[config.mk]
export PLATFORM = sky130hd
export DESIGN_NAME = hex_digit_arbiter
export DESIGN_NICKNAME = d
export VERILOG_FILES = /design/src/rtl/hex_digit_arbiter.sv
export SDC_FILE = /design/constraint.sdc
export NUM_CORES = 1
export LEC_CHECK = 0
export CAP_MARGIN = 30
export CORE_MARGIN = 2
export CORE_UTILIZATION = 50
export DETAILED_ROUTE_END_ITERATION = 8
export PLACE_DENSITY = 0.8
export SYNTH_ARGS = -nofsm -noshare
export SYNTH_HDL_FRONTEND = slang
export SYNTH_SLANG_ARGS = --single-unit
[constraint.sdc]
create_clock -name CLOCK_50 -period 6 [get_ports CLOCK_50]
set_input_delay 1.2 -clock CLOCK_50 [delete_from_list [all_inputs] [get_ports CLOCK_50]]
set_output_delay 1.2 -clock CLOCK_50 [all_outputs]
set_load 0.03 [all_outputs]
[src/rtl/hex_digit_arbiter.sv]
// hex_digit_arbiter: round-robin time-share of one 7-segment digit decoder.
// Each requester holds req[i] with a 4-bit code on data[4*i+3:4*i]. The winner's
// code is latched and shown for HOLD_CYCLES cycles, then the owner gets a
// one-cycle ack. Dropping req[owner] during the dwell abandons the grant (no ack).
//
// Ports:
//   CLOCK_50    system clock, rising edge
//   reset       asynchronous, active-high reset
//   req         per-requester request level
//   data        packed 4-bit codes, requester i at data[4*i+3:4*i]
//   ack         one-hot, one-cycle pulse after a full dwell
//   disp_code   code to the digit decoder (holds when disp_valid is low)
//   disp_valid  decoder enable; blank when low
//   owner       current/last granted requester index
//   busy        high while showing or acknowledging
module hex_digit_arbiter #(
    parameter int unsigned NREQ        = 4,
    parameter int unsigned HOLD_CYCLES = 50000000,
    parameter int unsigned CW          = 26
) (
    input  logic                      CLOCK_50,
    input  logic                      reset,
    input  logic [NREQ-1:0]           req,
    input  logic [4*NREQ-1:0]         data,
    output logic [NREQ-1:0]           ack,
    output logic [3:0]                disp_code,
    output logic                      disp_valid,
    output logic [$clog2(NREQ)-1:0]   owner,
    output logic                      busy
);

    localparam int unsigned IW = $clog2(NREQ);

    typedef enum logic [1:0] {
        IDLE = 2'd0,
        SHOW = 2'd1,
        ACK  = 2'd2
    } state_t;

    state_t          state, state_nxt;
    logic [CW-1:0]   cnt, cnt_nxt;
    logic [IW-1:0]   last_owner, last_owner_nxt;
    logic [IW-1:0]   owner_nxt;
    logic [3:0]      code_nxt;
    logic            valid_nxt;
    logic            busy_nxt;
    logic [NREQ-1:0] ack_nxt;

    logic [3:0]      codes [NREQ];
    logic [IW-1:0]   pick;
    logic            pick_valid;

    // Unpack the flat code bus into one entry per requester
    always_comb begin
        for (int unsigned i = 0; i < NREQ; i++) begin
            codes[i] = data[4*i +: 4];
        end
    end

    // Round-robin search starting just after the previous owner, wrapping at NREQ-1
    always_comb begin
        pick_valid = 1'b0;
        pick       = '0;
        for (int unsigned k = 1; k <= NREQ; k++) begin
            if (!pick_valid && req[IW'((32'(last_owner) + k) % NREQ)]) begin
                pick_valid = 1'b1;
                pick       = IW'((32'(last_owner) + k) % NREQ);
            end
        end
    end

    // Next-state and next-output logic
    always_comb begin
        state_nxt      = state;
        cnt_nxt        = cnt;
        last_owner_nxt = last_owner;
        owner_nxt      = owner;
        code_nxt       = disp_code;
        valid_nxt      = disp_valid;
        busy_nxt       = busy;
        ack_nxt        = '0;

        unique case (state)
            IDLE: begin
                if (pick_valid) begin
                    state_nxt = SHOW;
                    owner_nxt = pick;
                    code_nxt  = codes[pick];
                    valid_nxt = 1'b1;
                    busy_nxt  = 1'b1;
                    cnt_nxt   = CW'(HOLD_CYCLES - 1);
                end
            end
            SHOW: begin
                // Abort wins over dwell completion on the same edge
                if (!req[owner]) begin
                    state_nxt      = IDLE;
                    valid_nxt      = 1'b0;
                    busy_nxt       = 1'b0;
                    last_owner_nxt = owner;
                    cnt_nxt        = '0;
                end else if (cnt == '0) begin
                    state_nxt      = ACK;
                    valid_nxt      = 1'b0;
                    ack_nxt        = NREQ'(1) << owner;
                    last_owner_nxt = owner;
                end else begin
                    cnt_nxt = cnt - CW'(1);
                end
            end
            ACK: begin
                state_nxt = IDLE;
                busy_nxt  = 1'b0;
            end
            default: begin
                state_nxt = IDLE;
                valid_nxt = 1'b0;
                busy_nxt  = 1'b0;
            end
        endcase
    end

    // State and output registers
    always_ff @(posedge CLOCK_50 or posedge reset) begin
        if (reset) begin
            state      <= IDLE;
            cnt        <= '0;
            last_owner <= IW'(NREQ - 1);
            owner      <= IW'(NREQ - 1);
            disp_code  <= '0;
            disp_valid <= 1'b0;
            busy       <= 1'b0;
            ack        <= '0;
        end else begin
            state      <= state_nxt;
            cnt        <= cnt_nxt;
            last_owner <= last_owner_nxt;
            owner      <= owner_nxt;
            disp_code  <= code_nxt;
            disp_valid <= valid_nxt;
            busy       <= busy_nxt;
            ack        <= ack_nxt;
        end
    end

endmodule

==> results by group, run 1 <==
Status
  – Outcome: complete, no violations

Logic synthesis
  – Post-synth EDFFs: 0
  – Asr flop ratio synth: 100%
  – Largest cells by area after synthesis: sky130_fd_sc_hd__dfrtp_1 (40%), sky130_fd_sc_hd__a21oi_1 (5.8%), sky130_fd_sc_hd__nor3_1 (5.4%)
  – Synthesized Nets: just under 300
  – Total standard cell area after synthesis: 2400 sq um
  – Most instantiated library cell after synthesis: sky130_fd_sc_hd__dfrtp_1
  – Number of instances in the synthesized netlist: approximately 280
  – Sequential area share after synthesis: 44.1%
  – Commonest cells in the synthesized netlist: sky130_fd_sc_hd__dfrtp_1 (38), sky130_fd_sc_hd__a21oi_1 (28), sky130_fd_sc_hd__nor2_1 (27), sky130_fd_sc_hd__nand2_1 (26), sky130_fd_sc_hd__nor3_1 (26)
  – Main flop type after synthesis: sky130_fd_sc_hd__dfrtp_1
  – Mean cell area of the mapped netlist: around 8.7 sq um
  – Dominant cell type by area after synthesis: sky130_fd_sc_hd__dfrtp_1
  – Synthesis-stage register bit count: 42
  – Proportion of netlist area held by the largest area contributor: around two fifths
  – Count of distinct cell types in the synthesized netlist: 45
  – Synth warnings: 0

Clocking
  – Number of hold-repair buffers added at the cts stage: 0
  – Number of clock sinks seen by CTS: 42
  – Worst-skew pair later-pin latency: approximately 300 ps
  – Worst-path clk slew: approximately 80 ps
  – Clock tree from TritonCTS: built
  – Post CTS Setup Buffer Count: 0
  – Total clock buffers created by CTS: 5
  – Post-CTS Resized: 0
  – Bufs on Longest Clock Path: 2
  – Deepest level of the CTS H-tree: 2
  – Root buf cell: sky130_fd_sc_hd__clkbuf_8

Placement
  – Count of input and output buffers: 33
  – Placement-stage cell area: 2780 sq um
  – Gpl congestion: roughly 0.84
  – Post-detailed-placement half-perimeter wirelength: approximately 3.9 mm

GRT
  – Vias in the first global route: 2078
  – Aggregate global-route resource usage: 23.0%
  – Wire length of the first global-routing pass: ~9.6 mm
  – Congestion Overflow GR: 0
  – Number of antenna violations at the first check in global routing: 0
  – Largest net degree at the start of global routing: 43

Drt
  – Wirelength per Cell: about 15 microns
  – Vias after detailed routing: ~2200
  – Total Wirelength: ~5.5 mm
  – Post-detailed-route via-to-cell ratio: around 5.9
  – DR pass1 iterations: 4
  – Routed length on met3: about 260 microns
  – DRT iter0 DRCs: 176
  – # DRC: 0
  – Post-DRT Antenna Nets: 0
  – M1 WL: about 2.5 mm
  – Met2 wirelength from detailed routing: 2.61 mm
  – Top metal layer carrying routed signals: met4

Final layout
  – Post-route cell area: 2890 sq um
  – Area grow syn2layout: 20.7%
  – Number of nets at the end of the flow: between 300 and 400
  – Layout cells sized above 1: between 10% and 20%
  – Ant. Diodes: 0

Floorplanning
  – Std-Cell Core Area: roughly 4700 sq um
  – Starting density of the core: between 50% and 60%
  – Die span in x: 73.2 microns
  – Number of cell rows: 25
  – Area of the die: 5360 sq um
  – Boundary pin count: 34
  – Vertical extent of the die: between 70 and 80 microns

STA
  – Minimum period implied by the final worst setup slack: between 3000 and 4000 ps
  – Number of setup violations in the final report: 0
  – Relative slew slack: roughly 50%
  – Worst Clk Skew: 6.88 ps
  – Period Utilization, post-route: 57.0%
  – Total negative slack: 0 ps
  – Max Fclk: slightly below 0.3 GHz
  – Setup repair after global routing missed its margin: false
  – Count of final max-slew check failures: 0
  – Worst Max-Slew Pin Slew: 749 ps
  – Final Hold Vio Count: 0

Critical path
  – Required arrival time at the worst endpoint: ~6200 ps
  – Arrival time of data at the critical path endpoint: 3620 ps
  – Crit path max fanout: 13
  – Critical path class: input pin to flip-flop
  – Setup crit end kind: flip-flop
  – Startpoint type of the worst setup path: input pin

Power
  – Power Dens Cells: between 400 and 500 nW/um^2
  – Worst VDD drop: approximately 0.00031 V
  – Leakage power summed over all cells: 1.20 nW

Worst hold path
  – Type of the tightest min-delay check: flip-flop to flip-flop

Job
  – Number of max-cap violations: 0
## flip-flops by register name, summed over array words and instances (netlist names)
register    cells
owner           2
ack             4
busy            1
disp_code       4
disp_valid      1
last_owner      2
cnt            26
state           2
## kinds of logic after synthesis
logic type               Yosys count  share of synthesized area [%]
multiplexers                      15                           6.42
buffers and inverters             17                           3.18
AO/OA/AOI/OAI                     71                           17.5
adder cells (fa/ha/maj)            1                          0.522
AND/OR/NAND/NOR                  129                           28.3
flip-flops                        42                           44.0
## critical path, stage by stage
cell and delay (ps):
sky130_fd_sc_hd__clkdlybuf4s50_1 550, sky130_fd_sc_hd__mux2i_1 110, sky130_fd_sc_hd__mux2_2 350, sky130_fd_sc_hd__nor2_1 520, sky130_fd_sc_hd__a21oi_1 320, sky130_fd_sc_hd__buf_4 260
sky130_fd_sc_hd__o21a_1 110, sky130_fd_sc_hd__o22a_1 190
## cell type report
type                            count  area (sq um)
Multi-Input combinational cell    216          1260
Timing Repair Buffer               37           360
Fill cell                         391          1770
Inverter                            8          30.0
Clock inverter                      3          45.0
Sequential cell                    42          1060
Tap cell                           54          67.6
Clock buffer                        5          68.8
## per-stage QoR
stage               utilization, %  power (mW)  hold slack [ps]  cells  worst slack [ps]
finish                        62.1        1.38              479    365              2580
global placement              59.5        1.13              458    356              2350
floorplan                        -       0.977              451    275              3100
CTS                           62.1        1.38              486    365              2600
global route                  62.1        1.48              505    365              2360
detailed placement            59.6        1.15              468    357              2270
## path summary, 6_finish.rpt
path / endpoint / slack, ps / cells past startpoint / from
max in group asynchronous: owner[1] / 4310 / 3 / reset
min in group asynchronous: cnt[15] / 1320 / 3 / reset
setup reg to reg: cnt[20] / 2790 / 6 / cnt[10]
setup / recovery: cnt[20] / 2580 / 8 / req[1]
hold reg to reg: disp_code[0] / 480 / 1 / disp_code[0]
hold / removal: disp_code[0] / 480 / 1 / disp_code[0]
## power by group
part           internal, mW  switching, mW  total [mW]
combinational         0.269          0.355       0.624
sequential            0.399          0.128       0.527
clock                 0.124          0.103       0.227
## metal layers
layer	vias up	global-route usage (%)
li1	1078	-
met1	1026	30.7
met2	51	36.3
met3	13	5.66
met4	0	8.02
met5	-	0
## cell usage in the layout, fill, tap and decap left out, types with 3 or more instances in the layout
cell	synthesis	routed
sky130_fd_sc_hd__dfrtp_1	38	38
sky130_fd_sc_hd__clkdlybuf4s50_1	0	33
sky130_fd_sc_hd__a21oi_1	28	28
sky130_fd_sc_hd__nor2_1	27	27
sky130_fd_sc_hd__nor3_1	26	26
sky130_fd_sc_hd__nand2_1	26	26
sky130_fd_sc_hd__o21ai_0	17	17
sky130_fd_sc_hd__mux2i_1	12	12
sky130_fd_sc_hd__nor4_1	11	11
sky130_fd_sc_hd__inv_1	8	8
sky130_fd_sc_hd__nand3_1	8	8
sky130_fd_sc_hd__a21o_1	7	7
sky130_fd_sc_hd__nor3b_1	5	5
sky130_fd_sc_hd__nor3_2	5	5
sky130_fd_sc_hd__clkbuf_8	0	5
sky130_fd_sc_hd__nand2b_1	4	4
sky130_fd_sc_hd__a31oi_1	4	4
sky130_fd_sc_hd__o22ai_1	4	4
sky130_fd_sc_hd__dfstp_2	4	4
sky130_fd_sc_hd__buf_4	1	4
sky130_fd_sc_hd__mux2_2	3	3
sky130_fd_sc_hd__or2_2	3	3
No activity file was read; power rests on OpenSTA's default activity.
==> inputs of run 2 (changes only) <==
- clock period: 6 -> 3.3 ns (I/O delays scaled with it)
==> results by group, run 2 (synthesized netlist as in run 1, its figures left out) <==
Status
  – Outcome: complete, no violations (unchanged)

GRT
  – Aggregate global-route resource usage: 22.8% (was 23.0%)
  – Largest net degree at the start of global routing: 21 (was 43)
  – Wire length of the first global-routing pass: 9.56 mm (was 9.59 mm)
  – Number of antenna violations at the first check in global routing: 0 (unchanged)
  – Congestion Overflow GR: 0 (unchanged)
  – Vias in the first global route: 2094 (was 2078)

Clocking
  – Worst-path clk slew: 80 ps (about the same)
  – Post-CTS Resized: 0 (unchanged)
  – Root buf cell: sky130_fd_sc_hd__clkbuf_8 (unchanged)
  – Clock tree from TritonCTS: built (unchanged)
  – Worst-skew pair later-pin latency: 290 ps (was 300 ps)
  – Total clock buffers created by CTS: 5 (unchanged)
  – Bufs on Longest Clock Path: 2 (unchanged)
  – Number of hold-repair buffers added at the cts stage: 0 (unchanged)
  – Post CTS Setup Buffer Count: 0 (unchanged)
  – Deepest level of the CTS H-tree: 2 (unchanged)
  – Number of clock sinks seen by CTS: 42 (unchanged)

Drt
  – Post-DRT Antenna Nets: 0 (unchanged)
  – Post-detailed-route via-to-cell ratio: 5.92 (was 5.94)
  – # DRC: 0 (unchanged)
  – Total Wirelength: 5.62 mm (was 5.51 mm)
  – Wirelength per Cell: 15.1 microns (about the same)
  – DRT iter0 DRCs: 247 (was 176)
  – Vias after detailed routing: 2203 (was 2168)
  – DR pass1 iterations: 4 (unchanged)

Critical path
  – Crit path largest cell delay: 640 ps (was 550 ps)
  – FF-to-FF Start: cnt[17] (was cnt[10])
  – Startpoint type of the worst setup path: flip-flop (was input pin)
  – Critical path startpoint: cnt[17] (was req[1])
  – CP most frequent cell: sky130_fd_sc_hd__or4_4
  – Setup crit end kind: flip-flop (unchanged)
  – Library cell contributing the largest single delay on the critical path: sky130_fd_sc_hd__or4_4 (was sky130_fd_sc_hd__clkdlybuf4s50_1)
  – Critical path class: flip-flop to flip-flop (was input pin to flip-flop)
  – Cell breakdown of the critical path: or4_4 -> or3_4 -> or4_4 -> o21ai_4 -> buf_4 -> nor3_1 -> nor3_2 (was clkdlybuf4s50_1 -> mux2i_1 -> mux2_2 -> nor2_1 -> a21oi_1 -> buf_4 -> o21a_1 -> o22a_1)
  – Arrival time of data at the critical path endpoint: 3010 ps (was 3620 ps)
  – Setup slack of the most critical reg-to-reg path: 510 ps (was 2790 ps)
  – Required arrival time at the worst endpoint: 3520 ps (was 6190 ps)
  – Crit path max fanout: 20 (was 13)

Final layout
  – Ant. Diodes: 0 (unchanged)
  – Largest registers ranked by flip-flop count: cnt (26), ack (4), disp_code (4) (unchanged)
  – Post-route cell area: 2940 sq um (was 2890 sq um)
  – Area grow syn2layout: 22.7% (was 20.7%)
  – Max reg flops: 26 (unchanged)
  – Register with the most flip-flops: cnt (unchanged)
  – Most common cell after layout, fill and taps aside: sky130_fd_sc_hd__dfrtp_1 (unchanged)
  – Layout cells sized above 1: 12.3% (was 10.3%)
  – Most frequent cells in the layout: sky130_fd_sc_hd__dfrtp_1 (38), sky130_fd_sc_hd__clkdlybuf4s50_1 (33), sky130_fd_sc_hd__a21oi_1 (28) (unchanged)
  – Number of fillers in the final layout: 379 (was 391)
  – Number of nets at the end of the flow: 340 (was 333)
  – Filler-free cell count of the finished design: 372 (was 365)

STA
  – Setup repair after global routing missed its margin: false (unchanged)
  – Final Hold Vio Count: 0 (unchanged)
  – Minimum period implied by the final worst setup slack: 2790 ps
  – Number of setup violations in the final report: 0 (unchanged)
  – Worst Max-Slew Pin Slew: 701 ps (was 749 ps)
  – Period Utilization, post-route: between 80% and 90%
  – Worst Clk Skew: 5.90 ps (was 6.88 ps)
  – Max Fclk: between 0.3 and 0.4 GHz
  – Relative slew slack: 53.2% (was 49.8%)
  – Count of final max-slew check failures: 0 (unchanged)
  – Final setup slack of the worst path: 511 ps (was 2580 ps)
  – Total negative slack: 0 ps (unchanged)

Power
  – Overall power: 2.53 mW (was 1.38 mW)
  – Leakage power summed over all cells: 1.24 nW (was 1.20 nW)
  – Worst VDD drop: 0.000560 V (was 0.000314 V)
  – Power Dens Cells: 862 nW/um^2 (was 477 nW/um^2)

Floorplanning
  – Number of cell rows: 25 (unchanged)
  – Area of the die: 5360 sq um (unchanged)
  – Std-Cell Core Area: 4660 sq um (unchanged)
  – Vertical extent of the die: 73.2 microns (unchanged)
  – Die span in x: 73.2 microns (unchanged)
  – Starting density of the core: 51.4% (unchanged)
  – Boundary pin count: 34 (unchanged)

Placement
  – Placement-stage cell area: 2830 sq um (was 2780 sq um)
  – Total placed cells including tap cells: 364 (was 357)
  – Minimum setup slack after placement: 541 ps (was 2270 ps)
  – Gpl congestion: 0.838 (was 0.837)
  – Count of input and output buffers: 33 (unchanged)
  – Post-detailed-placement half-perimeter wirelength: 4.11 mm (was 3.86 mm)

Worst hold path
  – Worst hold path startpoint: disp_code[3] (was disp_code[0])
  – Type of the tightest min-delay check: flip-flop to flip-flop (unchanged)

Job
  – Number of max-cap violations: 0 (unchanged)
-- run 2: area by class of cell --
cell class              count  area, sq um  area share [%]
repair buffers             44          413            14.0
clock inverters             3         40.0            1.36
well taps                  54         67.6            2.30
multi-input cells         216         1260            43.0
inverters                   8         30.0            1.02
flip-flops and latches     42         1060            35.9
clock buffers               5         68.8            2.34
-- run 2: worst paths after layout --
| path | endpoint | cells past startpoint |
|---|---|---|
| worst min-delay path | disp_code[3] | 1 |
| min in group asynchronous | state[1] | 2 |
| worst max register to register | cnt[25] | 7 |
| max in group asynchronous | owner[1] | 3 |
| worst min register to register | disp_code[3] | 1 |
| worst max-delay path | cnt[25] | 7 |
-- run 2: per-layer routing --
metal / vias up / global-route usage [%] / routed length [microns]
li1: 1088 / - / -
met3: 11 / 3.87 / 164
met2: 44 / 37.6 / 2730
met5: - / 0 / 0
met4: 0 / 8.44 / 99
met1: 1060 / 29.8 / 2630
-- run 2: report_power, final --
part	switching [mW]	internal [mW]
Sequential	0.228	0.725
Combinational	0.656	0.525
Clock	0.176	0.223
-- run 2: per-stage QoR --
stage	utilization [%]	hold WS [ps]
3_3_place_gp	60.8	457
6_report	63.1	482
5_1_grt	63.1	506
2_1_floorplan	-	451
4_1_cts	63.1	486
3_5_place_dp	60.8	465
-- run 2: critical path, delay by kind of cell, from the launching register on --
family                 cells  cell delay [ps]
and+or+nand+nor            5             1860
buffers and inverters      1              250
AOI/OAI and AO/OA          1              170
DFF                        1              440
==> inputs of run 3 (changes only) <==
- clock period: 3.3 -> 2.85 ns (I/O delays scaled with it)
==> results by group, run 3 (synthesized netlist as in run 1, its figures left out) <==
Clocking
  – Clock tree from TritonCTS: built (unchanged)
  – Number of clock sinks seen by CTS: 42 (unchanged)
  – Total clock buffers created by CTS: 5 (unchanged)
  – Root buf cell: sky130_fd_sc_hd__clkbuf_8 (unchanged)
  – Worst-path clk slew: 80 ps (about the same)
  – Number of hold-repair buffers added at the cts stage: 0 (unchanged)
  – Post-CTS Resized: 0 (unchanged)
  – Worst-skew pair later-pin latency: 300 ps (was 290 ps)
  – Deepest level of the CTS H-tree: 2 (unchanged)
  – Bufs on Longest Clock Path: 2 (unchanged)
  – Post CTS Setup Buffer Count: 0 (unchanged)

Final layout
  – Largest registers ranked by flip-flop count: cnt (26), ack (4), disp_code (4) (unchanged)
  – Area of combinational cells with multiple inputs: 1260 sq um (unchanged)
  – Register with the most flip-flops: cnt (unchanged)
  – Area grow syn2layout: 23.5% (was 22.7%)
  – Max reg flops: 26 (unchanged)
  – Number of nets at the end of the flow: 341 (was 340)
  – Most common cell after layout, fill and taps aside: sky130_fd_sc_hd__dfrtp_1 (unchanged)
  – Most frequent cells in the layout: sky130_fd_sc_hd__dfrtp_1 (38), sky130_fd_sc_hd__clkdlybuf4s50_1 (33), sky130_fd_sc_hd__a21oi_1 (28) (unchanged)
  – Sequential cell area: 1060 sq um (unchanged)
  – Number of fillers in the final layout: 381 (was 379)
  – Layout cells sized above 1: 12.5% (was 12.3%)
  – Ant. Diodes: 0 (unchanged)

Drt
  – DRT iter0 DRCs: 180 (was 247)
  – DR pass1 iterations: 4 (unchanged)
  – Post-detailed-route via-to-cell ratio: 5.90 (was 5.92)
  – Total Wirelength: 5.54 mm (was 5.62 mm)
  – Wirelength per Cell: 14.9 microns (was 15.1 microns)
  – Post-DRT Antenna Nets: 0 (unchanged)
  – # DRC: 0 (unchanged)
  – Vias after detailed routing: 2201 (was 2203)

Critical path
  – Setup slack of the most critical reg-to-reg path: 170 ps (was 510 ps)
  – Startpoint type of the worst setup path: flip-flop (unchanged)
  – Required arrival time at the worst endpoint: 3060 ps (was 3520 ps)
  – Critical path class: flip-flop to flip-flop (unchanged)
  – Arrival time of data at the critical path endpoint: 2890 ps (was 3010 ps)
  – Crit path max fanout: 25 (was 20)
  – Setup crit end kind: flip-flop (unchanged)

Placement
  – Post-detailed-placement half-perimeter wirelength: 4.05 mm (was 4.11 mm)
  – Count of input and output buffers: 33 (unchanged)
  – Gpl congestion: 0.868 (was 0.838)
  – Minimum setup slack after placement: 168 ps (was 541 ps)

Power
  – Worst VDD drop: 0.000598 V (was 0.000560 V)
  – Power Dens Cells: 1010 nW/um^2 (was 862 nW/um^2)
  – Leakage power summed over all cells: 1.25 nW (was 1.24 nW)

STA
  – Worst Clk Skew: 5.02 ps (was 5.90 ps)
  – Worst Max-Slew Pin Slew: 641 ps (was 701 ps)
  – Worst hold margin: 484 ps (was 482 ps)
  – Final Hold Vio Count: 0 (unchanged)
  – Total negative slack: 0 ps (unchanged)
  – Setup repair after global routing missed its margin: false (unchanged)
  – Period Utilization, post-route: 93.9% (was 84.5%)
  – Relative slew slack: 56.9% (was 53.2%)
  – Number of setup violations in the final report: 0 (unchanged)
  – Minimum period implied by the final worst setup slack: 2680 ps (was 2790 ps)
  – Count of final max-slew check failures: 0 (unchanged)
  – Max Fclk: 0.374 GHz (was 0.359 GHz)
  – Final setup slack of the worst path: 175 ps (was 511 ps)

GRT
  – Aggregate global-route resource usage: 22.7% (was 22.8%)
  – Wire length of the first global-routing pass: 9.39 mm (was 9.56 mm)
  – Largest net degree at the start of global routing: 43 (was 21)
  – Congestion Overflow GR: 0 (unchanged)
  – Vias in the first global route: 2007 (was 2094)
  – Number of antenna violations at the first check in global routing: 0 (unchanged)

Floorplanning
  – Boundary pin count: 34 (unchanged)
  – Die span in x: 73.2 microns (unchanged)
  – Area of the die: 5360 sq um (unchanged)
  – Vertical extent of the die: 73.2 microns (unchanged)
  – Starting density of the core: 51.4% (unchanged)
  – Number of cell rows: 25 (unchanged)
  – Std-Cell Core Area: 4660 sq um (unchanged)

Status
  – Outcome: complete, no violations (unchanged)

Job
  – Number of max-cap violations: 0 (unchanged)

Worst hold path
  – Type of the tightest min-delay check: flip-flop to flip-flop (unchanged)
run 3: path summary, 6_finish.rpt:
check / startpoint / endpoint / cells past startpoint
worst max-delay path: cnt[17] / cnt[23] / 7
worst min-delay path: disp_code[0] / disp_code[0] / 1
worst max register to register: cnt[17] / cnt[23] / 7
worst min register to register: disp_code[0] / disp_code[0] / 1
max in group asynchronous: reset / state[0] / 3
min in group asynchronous: reset / cnt[13] / 3
run 3: worst max-delay path: stages, from the launching register on:
cell,delay (ps)
sky130_fd_sc_hd__dfrtp_1,450
sky130_fd_sc_hd__or4_4,580
sky130_fd_sc_hd__or3_4,380
sky130_fd_sc_hd__or4_4,550
sky130_fd_sc_hd__o21ai_4,180
sky130_fd_sc_hd__buf_12,180
sky130_fd_sc_hd__a21oi_1,50
sky130_fd_sc_hd__nor3_1,210
run 3: report_power, final:
part	switching (mW)	internal, mW	leakage [nW]
logic	0.773	0.634	0.674
registers	0.263	0.839	0.515
clock network	0.210	0.258	0.0579
total	1.25	1.73	1.25
run 3: area by class of cell:
cell class | count | share of cell area (%)
multi-input combinational | 216 | 42.7
sequential | 42 | 35.7
timing repair buffer | 45 | 14.6
clock buffer | 5 | 2.32
tap | 54 | 2.28
clock inverter | 3 | 1.35
inverter | 8 | 1.01
run 3: routing by layer:
layer	GRT usage [%]	vias up	part of all wire, %	routed length [microns]
li1	-	1102	-	-
met5	0	-	0	0
met4	10.1	0	2.6	146
met3	4.70	14	3.4	188
met1	31.1	1040	46	2570
met2	34.5	45	48	2640
run 3: through the flow:
| step | utilization, % | cells | area [sq um] | power, mW |
|---|---|---|---|---|
| 3_3_place_gp | 61.2 | 365 | 2850 | 2.47 |
| 3_5_place_dp | 61.2 | 365 | 2850 | 2.52 |
| 5_1_grt | 63.5 | 373 | 2960 | 3.19 |
| 6_report | 63.5 | 373 | 2960 | 2.98 |
| 2_1_floorplan | - | 275 | 2400 | 2.06 |
| 4_1_cts | 63.5 | 373 | 2960 | 2.99 |
